File: src/rtl/mem_arb_pkg.sv
// mem_arb_pkg: access size codes and dump FSM state encoding for mem_data_arbiter
package mem_arb_pkg;
  localparam logic [1:0] SIZE_BYTE = 2'b00;
  localparam logic [1:0] SIZE_HALF = 2'b01;
  localparam logic [1:0] SIZE_WORD = 2'b10;
  typedef enum logic [2:0] {IDLE, ISSUE, WAIT, HOLD, DONE} state_t;
endpackage

File: src/rtl/mem_data_arbiter_if.sv
// mem_data_arbiter_if: cpu, debug-dump and mem_data signals around the arbiter
// slave modport is the arbiter side; master is the environment (cpu, debug unit, mem_data)
interface mem_data_arbiter_if #(parameter int NB_ADDR = 7, parameter int NB_DATA = 32);
  logic               i_cpu_write;
  logic               i_cpu_read;
  logic [1:0]         i_cpu_size;
  logic [NB_ADDR-1:0] i_cpu_addr;
  logic [NB_DATA-1:0] i_cpu_wdata;
  logic [NB_DATA-1:0] o_cpu_rdata;
  logic               o_cpu_misaligned;
  logic               i_dbg_dump_start;
  logic               i_dbg_ready;
  logic               o_dbg_valid;
  logic [NB_ADDR-1:0] o_dbg_addr;
  logic [NB_DATA-1:0] o_dbg_data;
  logic               o_dbg_busy;
  logic               o_dbg_done;
  logic               o_mem_write_flag;
  logic               o_mem_read_flag;
  logic               o_mem_word_enable;
  logic               o_mem_halfword_enable;
  logic               o_mem_byte_enable;
  logic [NB_ADDR-1:0] o_mem_addr;
  logic [NB_DATA-1:0] o_mem_write_data;
  logic [NB_DATA-1:0] i_mem_read_data;
  modport slave (
    input  i_cpu_write, i_cpu_read, i_cpu_size, i_cpu_addr, i_cpu_wdata,
    output o_cpu_rdata, o_cpu_misaligned,
    input  i_dbg_dump_start, i_dbg_ready,
    output o_dbg_valid, o_dbg_addr, o_dbg_data, o_dbg_busy, o_dbg_done,
    output o_mem_write_flag, o_mem_read_flag, o_mem_word_enable, o_mem_halfword_enable,
    output o_mem_byte_enable, o_mem_addr, o_mem_write_data,
    input  i_mem_read_data
  );
  modport master (
    output i_cpu_write, i_cpu_read, i_cpu_size, i_cpu_addr, i_cpu_wdata,
    input  o_cpu_rdata, o_cpu_misaligned,
    output i_dbg_dump_start, i_dbg_ready,
    input  o_dbg_valid, o_dbg_addr, o_dbg_data, o_dbg_busy, o_dbg_done,
    input  o_mem_write_flag, o_mem_read_flag, o_mem_word_enable, o_mem_halfword_enable,
    input  o_mem_byte_enable, o_mem_addr, o_mem_write_data,
    output i_mem_read_data
  );
endinterface

File: src/rtl/dump_addr_gen.sv
// dump_addr_gen: dump word address counter with clear, step-by-4 and last-word flag
// ports: clk, rst (async), clear_i, step_i, addr_o (byte address), last_o (addr_o is final word)
module dump_addr_gen #(
  parameter int NB_ADDR      = 7,
  parameter int MEMORY_DEPTH = 128,
  parameter int WORD_COUNT   = 32
) (
  input  logic               clk,
  input  logic               rst,
  input  logic               clear_i,
  input  logic               step_i,
  output logic [NB_ADDR-1:0] addr_o,
  output logic               last_o
);
  // an oversized WORD_COUNT is clamped to the memory so the counter can never wrap
  localparam int LAST = ((WORD_COUNT * 4 <= MEMORY_DEPTH) ? WORD_COUNT : MEMORY_DEPTH / 4) * 4 - 4;
  logic [NB_ADDR-1:0] addr_q, addr_d;
  assign addr_d = clear_i ? '0 : step_i ? addr_q + NB_ADDR'(4) : addr_q;
  always_ff @(posedge clk or posedge rst)
    if (rst) addr_q <= '0;
    else addr_q <= addr_d;
  assign addr_o = addr_q;
  assign last_o = addr_q == NB_ADDR'(LAST);
endmodule

File: src/rtl/mem_data_arbiter.sv
// mem_data_arbiter: shares the mem_data port between the MEM stage (absolute priority) and a debug word dump
// ports: i_clock, i_reset (async, active-high), bus (mem_data_arbiter_if.slave: cpu, dbg and mem_data groups)
// optional macro ALIGN_CHECK_EN: flags misaligned half/word accesses and suppresses misaligned stores
module mem_data_arbiter
  import mem_arb_pkg::*;
#(
  parameter int NB_ADDR      = 7,
  parameter int NB_DATA      = 32,
  parameter int MEMORY_DEPTH = 128,
  parameter int WORD_COUNT   = 32
) (
  input  logic                  i_clock,
  input  logic                  i_reset,
  mem_data_arbiter_if.slave     bus
);
  state_t             state_q, state_d;
  logic [NB_ADDR-1:0] dbg_addr_q;
  logic [NB_DATA-1:0] dbg_data_q;
  logic [NB_ADDR-1:0] cnt;
  logic               last, cpu_active, issue, hs, mis;
  assign cpu_active = bus.i_cpu_write | bus.i_cpu_read;
  assign hs         = (state_q == HOLD) & bus.i_dbg_ready;
  assign issue      = (state_q == ISSUE) & ~cpu_active;
`ifdef ALIGN_CHECK_EN
  assign mis = cpu_active & ((bus.i_cpu_size == SIZE_HALF & bus.i_cpu_addr[0]) |
                             (bus.i_cpu_size == SIZE_WORD & |bus.i_cpu_addr[1:0]));
`else
  assign mis = 1'b0;
`endif
  dump_addr_gen #(.NB_ADDR(NB_ADDR), .MEMORY_DEPTH(MEMORY_DEPTH), .WORD_COUNT(WORD_COUNT)) u_addr_gen (
    .clk    (i_clock),
    .rst    (i_reset),
    .clear_i((state_q == IDLE) & bus.i_dbg_dump_start),
    .step_i (hs & ~last),
    .addr_o (cnt),
    .last_o (last)
  );
  always_comb begin
    state_d = state_q;
    case (state_q)
      IDLE:    state_d = bus.i_dbg_dump_start ? ISSUE : IDLE;
      ISSUE:   state_d = cpu_active ? ISSUE : WAIT;
      WAIT:    state_d = HOLD;
      HOLD:    state_d = bus.i_dbg_ready ? (last ? DONE : ISSUE) : HOLD;
      default: state_d = IDLE;
    endcase
  end
  // the read issued in ISSUE returns during WAIT, so capture there regardless of later cpu traffic
  always_ff @(posedge i_clock or posedge i_reset)
    if (i_reset) begin
      state_q    <= IDLE;
      dbg_addr_q <= '0;
      dbg_data_q <= '0;
    end else begin
      state_q    <= state_d;
      dbg_addr_q <= (state_q == WAIT) ? cnt : dbg_addr_q;
      dbg_data_q <= (state_q == WAIT) ? bus.i_mem_read_data : dbg_data_q;
    end
  assign bus.o_cpu_rdata           = bus.i_mem_read_data;
  assign bus.o_cpu_misaligned      = mis;
  assign bus.o_dbg_valid           = state_q == HOLD;
  assign bus.o_dbg_addr            = dbg_addr_q;
  assign bus.o_dbg_data            = dbg_data_q;
  assign bus.o_dbg_busy            = (state_q == ISSUE) | (state_q == WAIT) | (state_q == HOLD);
  assign bus.o_dbg_done            = state_q == DONE;
  assign bus.o_mem_write_flag      = ~i_reset & bus.i_cpu_write & ~mis;
  assign bus.o_mem_read_flag       = ~i_reset & (cpu_active ? bus.i_cpu_read & ~bus.i_cpu_write : issue);
  assign bus.o_mem_word_enable     = ~i_reset & (cpu_active ? bus.i_cpu_size == SIZE_WORD : issue);
  assign bus.o_mem_halfword_enable = ~i_reset & cpu_active & (bus.i_cpu_size == SIZE_HALF);
  assign bus.o_mem_byte_enable     = ~i_reset & cpu_active & (bus.i_cpu_size == SIZE_BYTE);
  assign bus.o_mem_addr            = i_reset ? '0 : cpu_active ? bus.i_cpu_addr : issue ? cnt : '0;
  assign bus.o_mem_write_data      = (~i_reset & cpu_active) ? bus.i_cpu_wdata : '0;
endmodule

File: src/flat_wrapper.sv
// flat-port wrapper written by rule: the top's interface ports become plain ports
module mem_data_arbiter_flat import mem_arb_pkg::*;
#(
  parameter int NB_ADDR      = 7,
  parameter int NB_DATA      = 32,
  parameter int MEMORY_DEPTH = 128,
  parameter int WORD_COUNT   = 32
)
  (i_clock, i_reset, bus_i_cpu_write, bus_i_cpu_read, bus_i_cpu_size, bus_i_cpu_addr, bus_i_cpu_wdata, bus_o_cpu_rdata, bus_o_cpu_misaligned, bus_i_dbg_dump_start, bus_i_dbg_ready, bus_o_dbg_valid, bus_o_dbg_addr, bus_o_dbg_data, bus_o_dbg_busy, bus_o_dbg_done, bus_o_mem_write_flag, bus_o_mem_read_flag, bus_o_mem_word_enable, bus_o_mem_halfword_enable, bus_o_mem_byte_enable, bus_o_mem_addr, bus_o_mem_write_data, bus_i_mem_read_data);
  mem_data_arbiter_if #(.NB_ADDR(NB_ADDR), .NB_DATA(NB_DATA)) bus_i ();
  input  logic i_clock;
  input  logic i_reset;
  input wire logic [$bits(bus_i.i_cpu_write)-1:0] bus_i_cpu_write;
  input wire logic [$bits(bus_i.i_cpu_read)-1:0] bus_i_cpu_read;
  input wire logic [$bits(bus_i.i_cpu_size)-1:0] bus_i_cpu_size;
  input wire logic [$bits(bus_i.i_cpu_addr)-1:0] bus_i_cpu_addr;
  input wire logic [$bits(bus_i.i_cpu_wdata)-1:0] bus_i_cpu_wdata;
  output wire logic [$bits(bus_i.o_cpu_rdata)-1:0] bus_o_cpu_rdata;
  output wire logic [$bits(bus_i.o_cpu_misaligned)-1:0] bus_o_cpu_misaligned;
  input wire logic [$bits(bus_i.i_dbg_dump_start)-1:0] bus_i_dbg_dump_start;
  input wire logic [$bits(bus_i.i_dbg_ready)-1:0] bus_i_dbg_ready;
  output wire logic [$bits(bus_i.o_dbg_valid)-1:0] bus_o_dbg_valid;
  output wire logic [$bits(bus_i.o_dbg_addr)-1:0] bus_o_dbg_addr;
  output wire logic [$bits(bus_i.o_dbg_data)-1:0] bus_o_dbg_data;
  output wire logic [$bits(bus_i.o_dbg_busy)-1:0] bus_o_dbg_busy;
  output wire logic [$bits(bus_i.o_dbg_done)-1:0] bus_o_dbg_done;
  output wire logic [$bits(bus_i.o_mem_write_flag)-1:0] bus_o_mem_write_flag;
  output wire logic [$bits(bus_i.o_mem_read_flag)-1:0] bus_o_mem_read_flag;
  output wire logic [$bits(bus_i.o_mem_word_enable)-1:0] bus_o_mem_word_enable;
  output wire logic [$bits(bus_i.o_mem_halfword_enable)-1:0] bus_o_mem_halfword_enable;
  output wire logic [$bits(bus_i.o_mem_byte_enable)-1:0] bus_o_mem_byte_enable;
  output wire logic [$bits(bus_i.o_mem_addr)-1:0] bus_o_mem_addr;
  output wire logic [$bits(bus_i.o_mem_write_data)-1:0] bus_o_mem_write_data;
  input wire logic [$bits(bus_i.i_mem_read_data)-1:0] bus_i_mem_read_data;
  assign bus_i.i_cpu_write = bus_i_cpu_write;
  assign bus_i.i_cpu_read = bus_i_cpu_read;
  assign bus_i.i_cpu_size = bus_i_cpu_size;
  assign bus_i.i_cpu_addr = bus_i_cpu_addr;
  assign bus_i.i_cpu_wdata = bus_i_cpu_wdata;
  assign bus_o_cpu_rdata = bus_i.o_cpu_rdata;
  assign bus_o_cpu_misaligned = bus_i.o_cpu_misaligned;
  assign bus_i.i_dbg_dump_start = bus_i_dbg_dump_start;
  assign bus_i.i_dbg_ready = bus_i_dbg_ready;
  assign bus_o_dbg_valid = bus_i.o_dbg_valid;
  assign bus_o_dbg_addr = bus_i.o_dbg_addr;
  assign bus_o_dbg_data = bus_i.o_dbg_data;
  assign bus_o_dbg_busy = bus_i.o_dbg_busy;
  assign bus_o_dbg_done = bus_i.o_dbg_done;
  assign bus_o_mem_write_flag = bus_i.o_mem_write_flag;
  assign bus_o_mem_read_flag = bus_i.o_mem_read_flag;
  assign bus_o_mem_word_enable = bus_i.o_mem_word_enable;
  assign bus_o_mem_halfword_enable = bus_i.o_mem_halfword_enable;
  assign bus_o_mem_byte_enable = bus_i.o_mem_byte_enable;
  assign bus_o_mem_addr = bus_i.o_mem_addr;
  assign bus_o_mem_write_data = bus_i.o_mem_write_data;
  assign bus_i.i_mem_read_data = bus_i_mem_read_data;
  mem_data_arbiter #(.NB_ADDR(NB_ADDR), .NB_DATA(NB_DATA), .MEMORY_DEPTH(MEMORY_DEPTH), .WORD_COUNT(WORD_COUNT)) u_core (.i_clock(i_clock), .i_reset(i_reset), .bus(bus_i));
endmodule
File: config.mk
export PLATFORM = sky130hd
export DESIGN_NAME = mem_data_arbiter_flat
export DESIGN_NICKNAME = d
export VERILOG_FILES = /design/src/rtl/mem_arb_pkg.sv /design/src/rtl/mem_data_arbiter_if.sv /design/src/rtl/dump_addr_gen.sv /design/src/rtl/mem_data_arbiter.sv /design/src/flat_wrapper.sv
export SDC_FILE = /design/constraint.sdc
export NUM_CORES = 1
export LEC_CHECK = 0
export ABC_AREA = 1
export BUFFER_PORTS_ARGS = -buffer_cell sky130_fd_sc_hd__buf_2
export CAP_MARGIN = 20
export CORE_MARGIN = 3
export CORE_UTILIZATION = 40
export DETAILED_ROUTE_END_ITERATION = 7
export PLACE_DENSITY_LB_ADDON = 0.25
export SLEW_MARGIN = 20
export SYNTH_ARGS = -nofsm -noshare
export SYNTH_HDL_FRONTEND = slang
export SYNTH_SLANG_ARGS = --single-unit
File: constraint.sdc
create_clock -name i_clock -period 1.4 [get_ports i_clock]
set_input_delay 0.21 -clock i_clock [delete_from_list [all_inputs] [get_ports i_clock]]
set_output_delay 0.21 -clock i_clock [all_outputs]
set_load 0.05 [all_outputs]
==> results.cfg <==
[die]
dieArea_sq_um = 7409
rows = 28
fp.dieW_um = 86.08
ioPinCount = 198
die_h_um = 86.08
floorplan.initialDensity = 0.4232
core_sq_um = 6061

[sta]
rsz0062_at_grt = yes
finalSetupViolCount = 20
min_period_ns = 1.582
whs_ns = 0.02570
layout_setup_ws_ns = -0.1822
drv_slew = 0
hold_viol = 0
skew_ns = 0.01005
fmax_mhz = 632.0
fin_crit_sh = 1.130

[run_status]
status = complete, but fails checks
violations = negative setup slack

[placement]
dp_hpwl_um = 5966
io_buffer_count = 194
dp.cells = 596
place_ws_ns = -0.06658
gp_congestion = 0.8876

[synth]
async_reset_ff_frac = 1.000
synth.area.mux_share = 0
synth_top_area_frac = 0.4390
synth_area_leaders = dfrtp_1, nand2_1, buf_4
ys_types = 21
synth_common_cells = nand2_1, nor2_1, inv_1
netlist_instances = 354
synth_area_sq_um = 2565
synth_xor_xnor_area_share = 0
ys.flop_type = dfrtp_1
synth_edf_count = 0
synth_top_family_by_area = simple AND/OR/NAND/NOR gates
ys_seq_elements = 45
avgSynthCellArea_sq_um = 7.246
synth.most_common_cell = nand2_1
yosys.area_share.simple = 0.3195
synth-compound-area-share = 0.02829
seq_area_frac_synth = 0.4390
synth_warnings = 0
synth_area_leader_cell = dfrtp_1
synth-adder-area-share = 0.004878

[worst_hold_path]
min_path_type = primary input to async pin

[worst_setup_path]
cp_max_fo = 5
required_ns = 1.19
max_stage_delay_ns = 0.39
critPathCaptureType = output port
path_delay_family = flip-flops
path_buf_inv = 2
crit_chain = inv_2 > nand3_4 > nor2_4 > nand2_4 > o21ai_2 > buf_6
slowest_stage = dfrtp_1
worstSetupPathType = flop to output port
crit_path_start_kind = flop
cp.arrival_ns = 1.37

[drt]
wl_um = 9112
viasPerCell = 4.765
vias = 2926
drt_iter0_drc = 85
wl_per_cell_um = 14.84
ant_nets = 0
dr.pass1.iters = 4
drc = 0

[cells_and_area]
fin_cells = 614
multi_input_area_sq_um = 1246
n_antenna_cell = 0
register_area_sq_um = 1126
final_nets = 618
area_growth_pct = 69.51
fillers = 462
layout-drive-gt1-share = 0.5362

[clock_tree]
cts_inserted_buffers = 5
cts.root.buffer_cell = clkbuf_8
h-tree-depth = 2
cts.clk_slew.worst_paths_ns = 0.09
clock-sinks = 45
clk-insertion-delay-late_ns = 0.29
cts_tree = done
cts_max_path_buffers = 2

[pwr]
ir_drop_uv = 1551
seqPwrFrac = 0.257
p_int_uw = 3795
p_leak_uw = 0.002480
p_sw_frac = 0.5444
p_sw_uw = 4535
pwr-share-clk = 0.121
p_per_area_nw_per_um2 = 1916
comb_power_share = 0.622

[global_route]
grt_pass1_wl_um = 12270
grt_pass1_vias = 2586
use_met3 = 0.05476
gr-total-overflow = 0
antenna_found_initial = 0
grt_max_degree = 33
busiest_layer = met2
track_usage = 0.2083
use_met1 = 0.2306
met2_usage = 0.3889

[flow_run]
cap_violations = 0
## worst register-to-register path, delay by kind of cell, from the launching register on
family / cells / cell delay, ns
buffers and inverters: 4 / 0.50
AND/OR/NAND/NOR: 4 / 0.35
flip-flops: 1 / 0.36
## power by group through the flow
stage          Sequential, uW  Combinational, uW  Clock, uW
3_3_place_gp             2130               4600          0
5_1_grt                  2220               5510       1080
2_1_floorplan            3840               1810          0
6_report                 2140               5180       1010
4_1_cts                  2140               5030       1040
3_5_place_dp             2140               4650          0
## metrics by stage
| step | instance area [sq um] | util | total power (uW) | TNS, ns |
|---|---|---|---|---|
| after global placement | 3545 | 0.5848 | 6734 | -0.01897 |
| after floorplan | 2668 | - | 5653 | -2.758 |
| final | 4348 | 0.7174 | 8331 | -1.439 |
| after global routing | 4348 | 0.7174 | 8819 | -3.319 |
| after CTS | 4016 | 0.6627 | 8212 | -1.605 |
| after detailed placement | 3545 | 0.5848 | 6792 | -0.4139 |
## placed cells by master, fill, tap and decap left out, types with 2 or more instances in the layout
cell type and n:
nand3_4 2, buf_8 3, o21ai_2 5, buf_2 149
clkbuf_8 6, nand2_1 92, inv_1 44, buf_4 17
inv_2 4, nor2_2 8, dfrtp_1 45, nor2_4 32
nand2_2 2, buf_12 2, conb_1 3, o21ai_1 5
nor3_4 3, nand3_1 39, buf_6 49, nor2_1 11
nand4_1 5, o21ai_0 2
## what timing repair did
| action | 4_1_cts | 5_1_grt |
|---|---|---|
| setup buffers | 7 | 3 |
| hold buffers | 0 | 0 |
| cloned | 1 | 1 |
| setup endpoints to repair | 27 | 64 |
| endpoints found under the hold margin | 0 | 0 |
| gates resized for setup | 87 | 71 |
| pin swaps | 7 | 7 |
## sequential cells by signal, indices dropped and copies added, names as in the netlist
signal,count
u_core.bus.o_dbg_data,32
u_core.bus.o_dbg_addr,5
u_core.u_addr_gen.addr_o,5
u_core.state_q,3
## routing by layer
| metal | part of all wire | wire, um |
|---|---|---|
| met1 | 0.35 | 3170 |
| met2 | 0.53 | 4820 |
| met3 | 0.089 | 809 |
| met4 | 0.034 | 312 |
| met5 | 0 | 0 |
## final timing paths
check	startpoint	end	slack, ns	cells after the start
max in group asynchronous	i_reset	u_core.u_addr_gen.addr_o[6]$_DFFE_PP0P_	1.09	3
max reg2reg	u_core.state_q[1]$_DFF_PP0_	u_core.bus.o_dbg_data[0]$_DFFE_PP0P_	0.09	8
min in group i_clock	bus_i_mem_read_data[24]	u_core.bus.o_dbg_data[24]$_DFFE_PP0P_	0.15	3
min	i_reset	u_core.bus.o_dbg_data[7]$_DFFE_PP0P_	0.03	3
max	u_core.state_q[2]$_DFF_PP0_	bus_o_mem_addr[5]	-0.18	6
min reg2reg	u_core.bus.o_dbg_data[23]$_DFFE_PP0P_	u_core.bus.o_dbg_data[23]$_DFFE_PP0P_	0.47	2
## kinds of logic (layout without fill, tap and decap cells)
kind of cell | after synthesis | in the layout
flip-flops | 45 | 45
other | 1 | 3
AO/OA/AOI/OAI | 14 | 14
AND/OR/NAND/NOR | 195 | 195
buffers and inverters | 98 | 281
adder cells (fa/ha/maj) | 1 | 1
## final cells by class
type / count / area share
clock buffer: 7 / 0.01986
clock inverter: 1 / 0.006906
inverter: 50 / 0.04489
multi-input combinational: 213 / 0.2866
sequential: 45 / 0.2590
tap: 75 / 0.02158
timing repair buffer: 223 / 0.3612
No activity file was read; power rests on OpenSTA's default activity.
